**config.mk**
```make
export PLATFORM = sky130hd
export DESIGN_NAME = instr_fetch
export DESIGN_NICKNAME = d
export VERILOG_FILES = /design/src/rtl/cpu_pkg.sv /design/src/rtl/ifetch_pc_reg.sv /design/src/rtl/instr_fetch.sv
export SDC_FILE = /design/constraint.sdc
export NUM_CORES = 1
export LEC_CHECK = 0
export ABC_CLOCK_PERIOD_IN_PS = 2900
export BUFFER_PORTS_ARGS = -buffer_cell sky130_fd_sc_hd__clkbuf_2
export CAP_MARGIN = 20
export CORE_ASPECT_RATIO = 0.6
export CORE_MARGIN = 2
export CORE_UTILIZATION = 45
export CTS_BUF_LIST = sky130_fd_sc_hd__clkbuf_2
export DETAILED_ROUTE_END_ITERATION = 10
export PLACE_DENSITY_LB_ADDON = 0.12
export SKIP_LAST_GASP = 1
export SYNTH_ARGS = -nofsm -noshare
export SYNTH_HDL_FRONTEND = slang
export SYNTH_SLANG_ARGS = --single-unit
```
**constraint.sdc**
```tcl
create_clock -name clk -period 2.9 [get_ports clk]
set_input_delay 0.435 -clock clk [delete_from_list [all_inputs] [get_ports clk]]
set_output_delay 0.435 -clock clk [all_outputs]
set_load 0.02 [all_outputs]
```
**src/rtl/cpu_pkg.sv**
```systemverilog
// Shared CPU definitions: instruction format, opcodes and fetch FSM encoding.
package cpu_pkg;

   localparam int INSTR_W = 16;

   // Instruction fields: opcode [15:12], A [11:8], B [7:4], C [3:0]
   localparam int OPC_MSB = 15;
   localparam int OPC_LSB = 12;
   localparam int FA_MSB  = 11;
   localparam int FA_LSB  = 8;
   localparam int FB_MSB  = 7;
   localparam int FB_LSB  = 4;
   localparam int FC_MSB  = 3;
   localparam int FC_LSB  = 0;

   localparam logic [3:0] OPC_HALT = 4'hF;

   typedef enum logic [1:0] {
      ST_IDLE = 2'd0,
      ST_REQ  = 2'd1,
      ST_LOAD = 2'd2,
      ST_HALT = 2'd3
   } fetch_state_e;

   function automatic logic [3:0] opcode(input logic [INSTR_W-1:0] instr);
      return instr[OPC_MSB:OPC_LSB];
   endfunction

endpackage

```
**src/rtl/ifetch_pc_reg.sv**
```systemverilog
// Program counter with load / increment (wrapping) and the latched redirect
// target that is held while a memory request is outstanding.
module ifetch_pc_reg #(
   parameter int                ADDR_W   = 8,
   parameter logic [ADDR_W-1:0] RESET_PC = '0
) (
   input  logic              clk,
   input  logic              rst,
   input  logic              load,
   input  logic [ADDR_W-1:0] load_addr,
   input  logic              inc,
   input  logic              pend_set,
   input  logic [ADDR_W-1:0] pend_addr,
   input  logic              pend_clr,
   output logic [ADDR_W-1:0] pc,
   output logic              redirect_pend,
   output logic [ADDR_W-1:0] pend_target
);

   localparam logic [ADDR_W-1:0] ONE = {{(ADDR_W-1){1'b0}}, 1'b1};

   always_ff @(posedge clk) begin
      if (rst) begin
         pc            <= RESET_PC;
         redirect_pend <= 1'b0;
         pend_target   <= '0;
      end else begin
         if (load)
            pc <= load_addr;
         else if (inc)
            pc <= pc + ONE;

         // clear wins: a redirect arriving on the ack cycle is consumed directly
         if (pend_clr)
            redirect_pend <= 1'b0;
         else if (pend_set) begin
            redirect_pend <= 1'b1;
            pend_target   <= pend_addr;
         end
      end
   end

endmodule

```
**src/rtl/instr_fetch.sv**
```systemverilog
// Instruction fetch unit: reads imem at PC and strobes the word into the IR.
// Optional request watchdog enabled by defining IFETCH_TIMEOUT_EN.
module instr_fetch
   import cpu_pkg::*;
#(
   parameter int                ADDR_W         = 8,
   parameter logic [ADDR_W-1:0] RESET_PC       = '0,
   parameter int                TIMEOUT_CYCLES = 15
) (
   input  logic               clk,
   input  logic               rst,
   input  logic               fetch_en,
   input  logic               pc_load,
   input  logic [ADDR_W-1:0]  pc_target,
   output logic               imem_req,
   output logic [ADDR_W-1:0]  imem_addr,
   input  logic               imem_ack,
   input  logic [INSTR_W-1:0] imem_rdata,
   output logic [INSTR_W-1:0] ir_din,
   output logic               ir_write_en,
   output logic [ADDR_W-1:0]  pc,
   output logic               busy,
   output logic               halted,
   output logic               fetch_err
);

   fetch_state_e      state, state_n;
   logic              pc_ld, pc_inc, pend_set, pend_clr, capture;
   logic [ADDR_W-1:0] pc_ld_addr;
   logic              redirect_pend;
   logic [ADDR_W-1:0] pend_target;
   logic              timeout_hit;

   ifetch_pc_reg #(
      .ADDR_W   (ADDR_W),
      .RESET_PC (RESET_PC)
   ) u_pc (
      .clk           (clk),
      .rst           (rst),
      .load          (pc_ld),
      .load_addr     (pc_ld_addr),
      .inc           (pc_inc),
      .pend_set      (pend_set),
      .pend_addr     (pc_target),
      .pend_clr      (pend_clr),
      .pc            (pc),
      .redirect_pend (redirect_pend),
      .pend_target   (pend_target)
   );

`ifdef IFETCH_TIMEOUT_EN
   localparam int CNT_W = $clog2(TIMEOUT_CYCLES + 1);
   logic [CNT_W-1:0] wd_cnt;

   // counts completed REQ cycles; expires on the last allowed cycle without ack
   assign timeout_hit = (state == ST_REQ) && !imem_ack &&
                        (wd_cnt == CNT_W'(TIMEOUT_CYCLES - 1));

   always_ff @(posedge clk) begin
      if (rst) begin
         wd_cnt    <= '0;
         fetch_err <= 1'b0;
      end else begin
         wd_cnt    <= (state == ST_REQ) ? wd_cnt + 1'b1 : '0;
         fetch_err <= fetch_err | timeout_hit;
      end
   end
`else
   assign timeout_hit = 1'b0;
   assign fetch_err   = 1'b0;
`endif

   always_comb begin
      state_n    = state;
      pc_ld      = 1'b0;
      pc_ld_addr = pc_target;
      pc_inc     = 1'b0;
      pend_set   = 1'b0;
      pend_clr   = 1'b0;
      capture    = 1'b0;
      case (state)
         ST_IDLE: begin
            if (pc_load)
               pc_ld = 1'b1;
            else if (fetch_en)
               state_n = ST_REQ;
         end
         ST_REQ: begin
            pend_set = pc_load;
            if (imem_ack) begin
               // a redirect seen during the request makes the returned word stale
               if (redirect_pend || pc_load) begin
                  pc_ld      = 1'b1;
                  pc_ld_addr = pc_load ? pc_target : pend_target;
                  pend_clr   = 1'b1;
                  state_n    = ST_IDLE;
               end else begin
                  capture = 1'b1;
                  state_n = ST_LOAD;
               end
            end else if (timeout_hit) begin
               pend_clr = 1'b1;
               state_n  = ST_IDLE;
            end
         end
         ST_LOAD: begin
            if (opcode(ir_din) == OPC_HALT)
               state_n = ST_HALT;
            else begin
               state_n = ST_IDLE;
               pc_ld   = pc_load;
               pc_inc  = !pc_load;
            end
         end
         ST_HALT: state_n = ST_HALT;
         default: state_n = ST_IDLE;
      endcase
   end

   always_ff @(posedge clk) begin
      if (rst) begin
         state       <= ST_IDLE;
         ir_din      <= '0;
         ir_write_en <= 1'b0;
         imem_req    <= 1'b0;
         halted      <= 1'b0;
      end else begin
         state       <= state_n;
         if (capture)
            ir_din <= imem_rdata;
         ir_write_en <= (state_n == ST_LOAD);
         imem_req    <= (state_n == ST_REQ);
         halted      <= (state_n == ST_HALT);
      end
   end

   assign imem_addr = pc;
   assign busy      = (state == ST_REQ) || (state == ST_LOAD);

endmodule

```
; After elaboration in Yosys (flattened, before gate mapping)
; Cells that the tools add are included.
[word_totals]
input_bits = 29
output_inout_bits = 37
ff_bits = 38
word_cells = 48
[op_classes]
n_addsub = 1
mux = 24
n_bitwise = 1
eq_ne = 7
reduce_logical = 7
[ops]
columns = operator, n
row1 = $mux W8, 6
row2 = $mux W1, 11
row3 = $mux W2, 5
row4 = $add A8 B1 Y8 const B, 1
row5 = $eq A2 B2 Y1 const B, 4
row6 = $pmux W2 S4, 1
row7 = $eq A2 B1 Y1 const B, 2
row8 = $eq A4 B4 Y1 const B, 1
row9 = $pmux W1 S3, 1
row10 = $logic_not A2 Y1, 1
row11 = $logic_or A1 B1 Y1, 2
row12 = $reduce_and A2 Y1, 1
row13 = $reduce_bool A2 Y1, 1
row14 = $reduce_or A2 Y1, 1
row15 = $logic_not A1 Y1, 1
row16 = $not A1 Y1, 1

; Longest topological paths before layout
; Gate-level depths: netlist of the first run.
[depth]
word_depth = 6
mapped_depth = 9
mapped_depth_nobuf = 7

; Hierarchy
; Synthesis of the first run repeated with hierarchy kept, for this count alone.
[unflattened]
hier_cells = 210
area_unflattened_um2 = 1833.0
[modules_own_cells]
columns = module, area_per_inst_um2, cells_per_inst, n_inst, seq_area_each_um2
row1 = instr_fetch, 1081.0, 130, 1, 420.4
row2 = ifetch_pc_reg, 752.0, 80, 1, 340.3

; Least setup slack after synthesis of the first run
; Ideal clock, no wire load.
[synth_path]
path_type = flip-flop to flip-flop
from = register state[1]
to = register halted
arrival_ns = 1.538
required_time_ns = 2.777
path_slack_ns = 1.239
synth_period_minus_slack_ns = 1.661
stages_incl_launch_ff = 10
path_buffers = 2
setup_ns = 0.123
cell_sequence = dfxtp_1 -> inv_1 -> ha_1 -> buf_6 -> and4bb_1 -> buf_2 -> a211oi_1 -> o32ai_1 -> nand2b_1 -> nor2_1
[synth_via]
elab_chain_cells = 4
word_cells_on_any_way = 9
cone_classes = eq/ne: 4 / mux: 4 / reduce/logical: 1
[synth_rtl]
columns = element, line_no
row1 = from (decl), instr_fetch.sv:27  ; fetch_state_e state, state_n;
row2 = from (signal assigned), instr_fetch.sv:128  ; state <= state_n;
row3 = $mux W2, instr_fetch.sv:85  ; else if (fetch_en)
row4 = $mux W2, instr_fetch.sv:83  ; if (pc_load)
row5 = $pmux W2 S4 *, instr_fetch.sv:81  ; case (state)
row6 = $eq A2 B2 Y1 *, instr_fetch.sv:133  ; halted <= (state_n == ST_HALT);
row7 = to (signal assigned), instr_fetch.sv:133
row8 = to (decl), instr_fetch.sv:23  ; output logic halted,
; Every way passes the cells marked *; elsewhere a longest branch is shown, timed or not.
; A chain may end at the register's enable or synchronous reset.

; Worst setup path in the final report of the first run
[layout_path]
from = register state[1]
to = register u_pc.pc[7]
[layout_via]
elab_chain_cells = 3
word_cells_on_any_way = 8
cone_classes = eq/ne: 2 / mux: 4 / reduce/logical: 2
[layout_rtl]
columns = element, line_no
row1 = "$eq A2 B2 Y1, or another cell as far along", instr_fetch.sv:81
row2 = "$pmux W1 S3, or another cell as far along", instr_fetch.sv:81
row3 = $mux W8 / $reduce_bool A2 Y1 (equally long branches), --
row4 = to (signal assigned), ifetch_pc_reg.sv:29  ; pc <= load_addr;
row5 = to (signal assigned), ifetch_pc_reg.sv:31  ; pc <= pc + ONE;
row6 = to (decl), ifetch_pc_reg.sv:15  ; output logic [ADDR_W-1:0] pc,
; Several ways; a longest one is shown, not always the timed one.

==> results of run 1 <==
-- Yosys cell counts (all sizes together) (2+ instances only) --
cell type,instances
nand3,5
mux2,5
nand2,38
nand4,2
and2,2
dfxtp,38
buf,15
clkbuf,5
xnor2,2
a21oi,27
o31ai,2
mux2i,14
o22ai,2
nor2,17
o32ai,4
nand2b,2
nor3,3
and4,2
inv,7
a211oi,4
ha,7
nor2b,2
-- placed cells by master, fill, tap and decap left out, drive strengths merged, types with 2 or more instances in the layout --
cell	n
mux2i	14
nand2b	2
nor2	17
nand3	5
nor2b	2
xnor2	2
a211oi	4
mux2	5
o31ai	2
o22ai	2
nor3	3
o32ai	4
and2	2
dfxtp	38
a21oi	27
nand4	2
nand2	38
ha	7
and4	2
inv	7
clkbuf	69
bufinv	2
-- cells by family (layout without fill, tap and decap cells) --
family                   after synthesis  count (layout)
buffers and inverters                 27              80
AO/OA/AOI/OAI                         46              46
AND/OR/NAND/NOR                       80              80
flip-flops                            38              38
adder cells (fa/ha/maj)                7               7
XOR/XNOR                               3               3
multiplexers                          19              19
other                                  1               1
-- sequential cells by signal, summed over array words and instances, names as in the netlist --
register	count
halted	1
state	2
imem_req	1
ir_din	16
u_pc.redirect_pend	1
ir_write_en	1
u_pc.pc	8
u_pc.pend_target	8
-- power by group through the flow --
stage	clock network (mW)	logic (mW)	registers, mW
2_1_floorplan	0	0.112	0.585
3_3_place_gp	0	0.169	0.572
3_5_place_dp	0	0.170	0.572
4_1_cts	0.421	0.171	0.562
5_1_grt	0.446	0.189	0.566
6_report	0.416	0.170	0.562
-- routing by layer --
layer	vias to the layer above	GRT usage, %	wire, µm
met4	0	6.82	47
met1	722	28.1	2280
met2	59	24.2	1560
li1	862	-	-
met3	5	4.83	294
met5	-	0	0
-- worst min-delay path, stage by stage --
cell and delay [ns]:
clkbuf_2 0.08, nand2_1 0.04, a21oi_1 0.05
-- how the worst min path moves through the flow --
stage	slack, ns	end	start	depth (start not counted)
2_1_floorplan	0.46	u_pc.pend_target[0]	u_pc.pend_target[0]	2
5_1_grt	0.19	ir_din[15]	imem_rdata[15]	3
4_1_cts	0.21	ir_din[15]	imem_rdata[15]	3
3_5_place_dp	0.45	ir_din[5]	ir_din[5]	2
3_3_place_gp	0.45	ir_din[8]	ir_din[8]	2
6_report	0.22	ir_din[0]	imem_rdata[0]	3
-- stage by stage --
stage / hold WS [ns] / std cells / utilization, % / total power, mW / area [µm²]
after global placement: 0.445 / 326 / 53.6 / 0.742 / 2200
final: 0.217 / 334 / 55.8 / 1.15 / 2290
after CTS: 0.206 / 334 / 55.8 / 1.15 / 2290
after global routing: 0.191 / 334 / 55.8 / 1.20 / 2290
after floorplan: 0.459 / 221 / - / 0.697 / 1920
after detailed placement: 0.449 / 326 / 53.6 / 0.742 / 2200
-- area by class of cell --
cell class / count / area (µm²)
Clock buffer: 5 / 25.0
Clock inverter: 3 / 63.8
Fill cell: 430 / 1810
Inverter: 7 / 26.3
Multi-Input combinational cell: 156 / 1010
Sequential cell: 38 / 761
Tap cell: 60 / 75.1
Timing Repair Buffer: 65 / 328
==> results.toml, run 1 <==
[global_routing]
grt_pass1_wl_um = 6670
grtUsageTotal_pct = 18.4
grt_max_degree = 39
antenna_found_initial = 0
grt_overflow = 0
grt_pass1_vias = 1412

[floorplanning]
die_width_um = 88.4
die-area_mm2 = 0.00483
ios = 66
std_cell_rows = 18
core-area_mm2 = 0.00410
die_y_um = 54.7
start_util_pct = 46.9

[sta]
tns_ns = 0
final-setup-viol-count = 0
fin_crit_sh_pct = 69.9
drv_slew = 0
skew_ns = 0.0152
max_freq_ghz = 0.493
fin_ws_ns = 0.873
slew_headroom_pct = 47.0
worstMarginPinSlew_ns = 0.795
post-route-min-period_ns = 2.03
rsz0062_at_grt = "no"
hold_viol = 0

[power]
p_int_mw = 0.837
p_per_area_mw_per_mm2 = 502
comb_power_share_pct = 14.8
leakage_nw = 1.08
peakVddDrop_mv = 0.232
swShare_pct = 27.1
seq_power_share_pct = 49.0
clockPowerShare_pct = 36.2
p_sw_mw = 0.311

[clock_network]
max-clock-path-buffers = 2
clock-sinks = 38
cts_root_buf = "clkbuf_2"
clk_latency_ns = 0.40
cts_tree = "done"
post_cts_resized = 0
htree_levels = 2
post_cts_buffers = 0
cts-hold-fix-buffers = 0
cts_buffers = 5
clkTransAtPathRegs_ns = 0.20

[synthesis]
synth-edff-count = 0
ys_ff_latch = 38
ys.flop_type = "dfxtp_1"
synth_area_mm2 = 0.00192
synth-xor-area-share_pct = 1.37
synthSimpleGateAreaFrac_pct = 20.0
synth_top_area_cell = "dfxtp_1"
synth_nets = 257
synth_top_family_by_area = "simple AND/OR/NAND/NOR gates"
yosysSeqAreaShare_pct = 39.5
ys_async_sr_fraction_pct = 0
synth_top_area_share_pct = 39.5
synth_mux_area_share_pct = 10.2
yosys_warnings = 0
avgSynthCellArea_um2 = 8.71
synth_cell_types = 43
synthTopCellsByArea = "dfxtp_1, nand2_1, mux2i_1"
synth_compound_area_share_pct = 16.1
synthCells = 221
synth_fa_ha_area_share_pct = 4.55

[setup_path]
critPathCaptureType = "register"
cpPeakStageDelay_ns = 0.39
crit_buf_inv = 1
cp_slowest_cell = "dfxtp_1"
reg2regPathDepth = 7
crit_fanout = 9
rrSetupSlack_ns = 0.87
endpoint = "u_pc.pc[7]"
crit_path_cell_trace = "inv_1 -> ha_1 -> a31oi_2 -> or2_4 -> o22ai_1 -> nand2b_1 -> o32ai_1"
crit_family = "compound AO/OA/AOI/OAI gates"
cp-startpoint = "state[1]"
r2r_start = "state[1]"
reg2reg_to = "u_pc.pc[7]"
cp.depth = 7
arrival_ns = 2.35
worstPathRequired_ns = 3.22
cp-start-kind = "register"
worstSetupPathType = "reg -> reg"

[finish]
nNetsFinal = 309
drive_gt1_share_pct = 31.0
diodes = 0
area_growth_pct = 18.9

[placed_design]
post-place-ws_ns = 0.932
numPortBuffers = 64
place_hpwl_um = 3030
gp_congestion = 0.823

[routing]
drc = 0
ant_nets = 0
drt_iter0_drc = 68
vias = 1648
routed_wl_um = 4180
wire_per_inst_um = 12.5
firstDrtPassIters = 4
via_per_inst = 4.93

[run_status]
status = "finished, final reports clean"

[worst_hold_path]
hp-class = "in -> reg"

[run]
cap_violations = 0
Note: power is estimated with default switching activity, not from simulation.
==> run 2, diff against run 1 <==
--- a/config.mk
+++ b/config.mk
@@ -5,7 +5,7 @@
 export SDC_FILE = /design/constraint.sdc
 export NUM_CORES = 1
 export LEC_CHECK = 0
-export ABC_CLOCK_PERIOD_IN_PS = 2900
+export ABC_CLOCK_PERIOD_IN_PS = 2100
 export BUFFER_PORTS_ARGS = -buffer_cell sky130_fd_sc_hd__clkbuf_2
 export CAP_MARGIN = 20
 export CORE_ASPECT_RATIO = 0.6
==> constraint.sdc (replaced) <==
create_clock -name clk -period 2.1 [get_ports clk]
set_input_delay 0.315 -clock clk [delete_from_list [all_inputs] [get_ports clk]]
set_output_delay 0.315 -clock clk [all_outputs]
set_load 0.02 [all_outputs]
==> results.toml, run 2 (synthesis results as in run 1) <==
[run_status]
status = "finished, final reports clean"

[finish]
area_growth_pct = 18.1
seq_area_um2 = 761
multiInputGateArea_mm2 = 0.00101
drive_gt1_share_pct = 32.4
nNetsFinal = 313
layout_commonest_cell = "clkbuf_2"
largest_reg_flops = 16
final_core_util_pct = 55.4
reg_top3 = "ir_din (16), u_pc.pc (8), u_pc.pend_target (8)"
diodes = 0
final_cell_mix = "clkbuf_2, nand2_1, dfxtp_1, a21oi_1, nor2_1"
nFillCells = 412
final_cells = 338
regMostFlops = "ir_din"

[global_routing]
grt_max_degree = 24
grtUsageTotal_pct = 19.1
grt_overflow = 0
grt_pass1_wl_um = 6970
grt_pass1_vias = 1493
antenna_found_initial = 0

[sta]
drv_slew = 0
skew_ns = 0.0128
worstMarginPinSlew_ns = 0.554
slew_headroom_pct = 63.1
rsz0062_at_grt = "no"
hold_viol = 0
post-route-min-period_ns = 1.94
fin_crit_sh_pct = 92.5
final-setup-viol-count = 0
max_freq_ghz = 0.515
tns_ns = 0

[setup_path]
crit_fanout = 9
cp-startpoint = "state[1]"
cp-start-kind = "register"
reg2regPathDepth = 7
cp_slowest_cell = "dfxtp_1"
critPathCaptureType = "register"
crit_path_cell_trace = "inv_1 -> ha_2 -> a31oi_2 -> or2_4 -> o22ai_1 -> nand2b_1 -> o32ai_1"
cpPeakStageDelay_ns = 0.39
worstSetupPathType = "reg -> reg"
arrival_ns = 2.26
worstPathRequired_ns = 2.42
reg2reg_to = "u_pc.pc[7]"
rrSetupSlack_ns = 0.16
r2r_start = "state[1]"

[routing]
drc = 0
drt_iter0_drc = 123
top_layer_used = "met4"
vias = 1726
route.met3.wl_um = 360
routed_wl_um = 4290
wl_met2_um = 1660
ant_nets = 0
wl_met1_um = 2260
firstDrtPassIters = 4
via_per_inst = 5.11
wire_per_inst_um = 12.7

[floorplanning]
core-area_mm2 = 0.00410
die-area_mm2 = 0.00483
std_cell_rows = 18
start_util_pct = 46.9
die_width_um = 88.4
ios = 66
die_y_um = 54.7

[placed_design]
placedCellCount = 330
gp_congestion = 0.829
place_hpwl_um = 3130
numPortBuffers = 64

[clock_network]
cts_root_buf = "clkbuf_2"
htree_levels = 2
cts_buffers = 5
cts-hold-fix-buffers = 0
clock-sinks = 38
cts_tree = "done"
clk_latency_ns = 0.39
max-clock-path-buffers = 2
clkTransAtPathRegs_ns = 0.20

[power]
peakVddDrop_mv = 0.372
p_per_area_mw_per_mm2 = 593
power.total_mw = 1.35
leakage_nw = 1.07

[worst_hold_path]
hp-class = "in -> reg"
holdPathEnd = "ir_din[8]"
min_path_cells = 3
min_from = "imem_rdata[8]"

[run]
cap_violations = 0
-- run 2: changes by cell type in the layout (fill, tap and decap cells not counted), sizes merged --
cell,delta
buf,+4
bufinv,-2
clkinv,+1
clkinvlp,+1
-- run 2: worst max-delay path by stage --
stage,slack [ns],to
finish,0.16,u_pc.pc[7]
global route,0.05,u_pc.pc[6]
CTS,0.08,u_pc.pc[6]
detailed placement,0.13,u_pc.pc[6]
global placement,0.18,u_pc.pc[6]
floorplan,0.44,halted
-- run 2: final cells by class --
type,instances,share of cell area (%)
multi-input combinational,156,44.5
sequential,38,33.5
timing repair buffer,69,15.7
tap,60,3.30
inverter,7,1.16
clock buffer,5,1.10
clock inverter,3,0.716
-- run 2: what timing repair did --
item | in CTS | in global routing
resized for setup | 0 | 1
setup buffers | 0 | 0
endpoints found under the setup margin | 0 | 4
hold endpoints to repair | 0 | 0
-- run 2: where the power goes --
group	switching [mW]	internal, mW
clock	0.249	0.0760
sequential	0.0257	0.747
combinational	0.150	0.0985
total	0.425	0.922
-- run 2: routing by layer --
metal / GRT usage, % / up-vias
li1: - / 868
met1: 28.4 / 773
met2: 25.8 / 83
met3: 5.73 / 2
met4: 6.31 / 0
met5: 0 / -
-- run 2: stage by stage --
step | setup slack (ns) | cell area (µm²) | hold slack [ns]
2_1_floorplan | 0.439 | 1920 | 0.451
3_3_place_gp | 0.185 | 2230 | 0.443
3_5_place_dp | 0.127 | 2230 | 0.446
4_1_cts | 0.0850 | 2270 | 0.0926
5_1_grt | 0.0500 | 2270 | 0.0906
6_report | 0.157 | 2270 | 0.111
-- run 2: critical path: cells and delay by family, from the launching register on --
family          cells  cell delay (ns)
fa+ha+maj           1             0.31
buf+inv             1             0.14
simple gates        2             0.45
flops               1             0.39
compound gates      3             0.60
==> run 3, diff against run 2 <==
--- a/config.mk
+++ b/config.mk
@@ -5,6 +5,7 @@
 export SDC_FILE = /design/constraint.sdc
 export NUM_CORES = 1
 export LEC_CHECK = 0
+export ABC_AREA = 1
 export ABC_CLOCK_PERIOD_IN_PS = 2100
 export BUFFER_PORTS_ARGS = -buffer_cell sky130_fd_sc_hd__clkbuf_2
 export CAP_MARGIN = 20
@@ -14,6 +15,7 @@
 export CTS_BUF_LIST = sky130_fd_sc_hd__clkbuf_2
 export DETAILED_ROUTE_END_ITERATION = 10
 export PLACE_DENSITY_LB_ADDON = 0.12
+export SKIP_CTS_REPAIR_TIMING = 1
 export SKIP_LAST_GASP = 1
 export SYNTH_ARGS = -nofsm -noshare
 export SYNTH_HDL_FRONTEND = slang
==> results.toml, run 3 <==
[sta]
worstMarginPinSlew_ns = 0.497
hold_viol = 0
skew_ns = 0.0133
rsz0062_at_grt = "no"
post-route-min-period_ns = 1.83
max_freq_ghz = 0.545
final-setup-viol-count = 0
fin_crit_sh_pct = 87.3
slew_headroom_pct = 66.8
tns_ns = 0
drv_slew = 0

[worst_hold_path]
hp-class = "in -> reg"
min_path_cells = 3
min_from = "imem_rdata[1]"
holdPathEnd = "ir_din[1]"

[clock_network]
clk_latency_ns = 0.38
clock-sinks = 38
cts_buffers = 5
max-clock-path-buffers = 2
clkTransAtPathRegs_ns = 0.19
cts_tree = "done"
cts_root_buf = "clkbuf_2"
htree_levels = 2

[global_routing]
grt_pass1_wl_um = 6730
grt_overflow = 0
grt_pass1_vias = 1495
grt_max_degree = 18
grtUsageTotal_pct = 19.0
antenna_found_initial = 0

[synthesis]
synth_top_family_by_area = "simple AND/OR/NAND/NOR gates"
synth_commonest_cells = "nor2_1, dfxtp_1, nand2_1"
avgSynthCellArea_um2 = 7.02
synthTopCellsByArea = "dfxtp_1, nor2_1, o21ai_0"
synth_compound_area_share_pct = 16.5
synth_mux_area_share_pct = 0
yosys_warnings = 0
synth_nets = 304
synth_fa_ha_area_share_pct = 4.65
synth-edff-count = 0
ys.flop_type = "dfxtp_1"
synth_top_area_cell = "dfxtp_1"
yosysMostFrequentCell = "nor2_1"
synth_cell_types = 24
ys_async_sr_fraction_pct = 0
synth_top_area_share_pct = 40.4
yosysSeqAreaShare_pct = 40.4
synthCells = 268
synthSimpleGateAreaFrac_pct = 26.3
synth_area_mm2 = 0.00188
synth-xor-area-share_pct = 0.465
ys_ff_latch = 38

[finish]
final_core_util_pct = 55.3
diodes = 0
largest_reg_flops = 16
drive_gt1_share_pct = 25.8
layout_commonest_cell = "clkbuf_2"
regMostFlops = "ir_din"
fin_area_mm2 = 0.00224
final_cell_mix = "clkbuf_2, nor2_1, nand2_1, dfxtp_1, o21ai_0"
nNetsFinal = 361
area_growth_pct = 19.1
reg_top3 = "ir_din (16), u_pc.pc (8), u_pc.pend_target (8)"

[floorplanning]
core-area_mm2 = 0.00405
std_cell_rows = 18
start_util_pct = 46.4
die-area_mm2 = 0.00473
ios = 66
die_width_um = 87.5
die_y_um = 54.1

[power]
p_per_area_mw_per_mm2 = 729
clockPowerShare_pct = 25.9
peakVddDrop_mv = 0.347
p_int_mw = 1.10
swShare_pct = 32.7
leakage_nw = 1.13
comb_power_share_pct = 23.6
seq_power_share_pct = 50.4
p_sw_mw = 0.535

[routing]
routed_wl_um = 4120
drc = 0
via_per_inst = 4.64
wire_per_inst_um = 11.0
top_layer_used = "met4"
drt_iter0_drc = 106
ant_nets = 0
firstDrtPassIters = 4
route.met3.wl_um = 262
wl_met1_um = 2300
vias = 1741
wl_met2_um = 1490

[placed_design]
place_hpwl_um = 3170
gp_congestion = 0.808
numPortBuffers = 64
placed_area_mm2 = 0.00218

[setup_path]
reg2regPathDepth = 11
critPathCaptureType = "register"
rrSetupSlack_ns = 0.27
cp-start-kind = "register"
reg2reg_to = "u_pc.pc[6]"
r2r_start = "state[1]"
worstPathRequired_ns = 2.44
worstSetupPathType = "reg -> reg"
crit_fanout = 11
arrival_ns = 2.17

[run_status]
status = "finished, final reports clean"

[run]
cap_violations = 0
## run 3: changes by cell type in the layout (fill, tap and decap cells not counted), sizes merged, moves of 4 or more
cell,delta
o21ai,+43
nor2,+38
mux2i,-14
o32ai,-4
nand3,+8
inv,+19
nand2,+4
mux2,-5
a211oi,-4
a21oi,-12
## run 3: worst max-delay path by stage
stage	slack, ns	end	cells after the start	from
final	0.27	u_pc.pc[6]	11	state[1]
after global routing	0.03	u_pc.pc[6]	11	state[1]
after CTS	0.20	u_pc.pc[6]	11	state[1]
after detailed placement	0.23	u_pc.pc[6]	11	state[1]
after global placement	0.33	u_pc.pc[6]	11	state[1]
after floorplan	0.52	u_pc.pc[3]	13	state[1]
## run 3: per-layer routing
layer | GRT usage (%) | vias up
met5 | 0 | -
met4 | 6.92 | 0
met1 | 27.5 | 720
met2 | 26.9 | 49
li1 | - | 965
met3 | 5.21 | 7
## run 3: power by group through the flow
stage	Sequential [mW]	Combinational [mW]	Clock [mW]
floorplan	0.877	0.243	0
global placement	0.839	0.383	0
detailed placement	0.839	0.384	0
CTS	0.825	0.385	0.441
global route	0.835	0.440	0.471
finish	0.825	0.386	0.424
## run 3: cell type report
class                   count  area (µm²)
fillers                   423        1810
multi-input cells         186         911
flip-flops and latches     38         761
repair buffers             67         343
inverters                  27         106
well taps                  50        62.6
clock inverters             2        33.8
clock buffers               5        25.0
## run 3: critical path: stages (launching register included)
cell     delay [ns]
dfxtp_1        0.44
inv_1          0.11
ha_1           0.27
nand2_2        0.14
inv_2          0.04
nor2_1         0.08
nand2_1        0.10
nand2_4        0.15
nand2_2        0.13
inv_1          0.14
nand2_1        0.06
a21oi_1        0.13
## run 3: cell families after synthesis
logic type      after synthesis
simple gates                117
compound gates               60
buf+inv                      44
flops                        38
fa+ha+maj                     7
xor+xnor                      1
other cells                   1
## run 3: per-stage QoR
| step | total power, mW | hold WS, ns | setup WS, ns | instances |
|---|---|---|---|---|
| after floorplan | 1.12 | 0.384 | 0.520 | 268 |
| after global placement | 1.22 | 0.435 | 0.329 | 368 |
| after detailed placement | 1.22 | 0.441 | 0.230 | 368 |
| after CTS | 1.65 | 0.116 | 0.197 | 375 |
| after global routing | 1.75 | 0.0977 | 0.0331 | 375 |
| final | 1.64 | 0.131 | 0.266 | 375 |
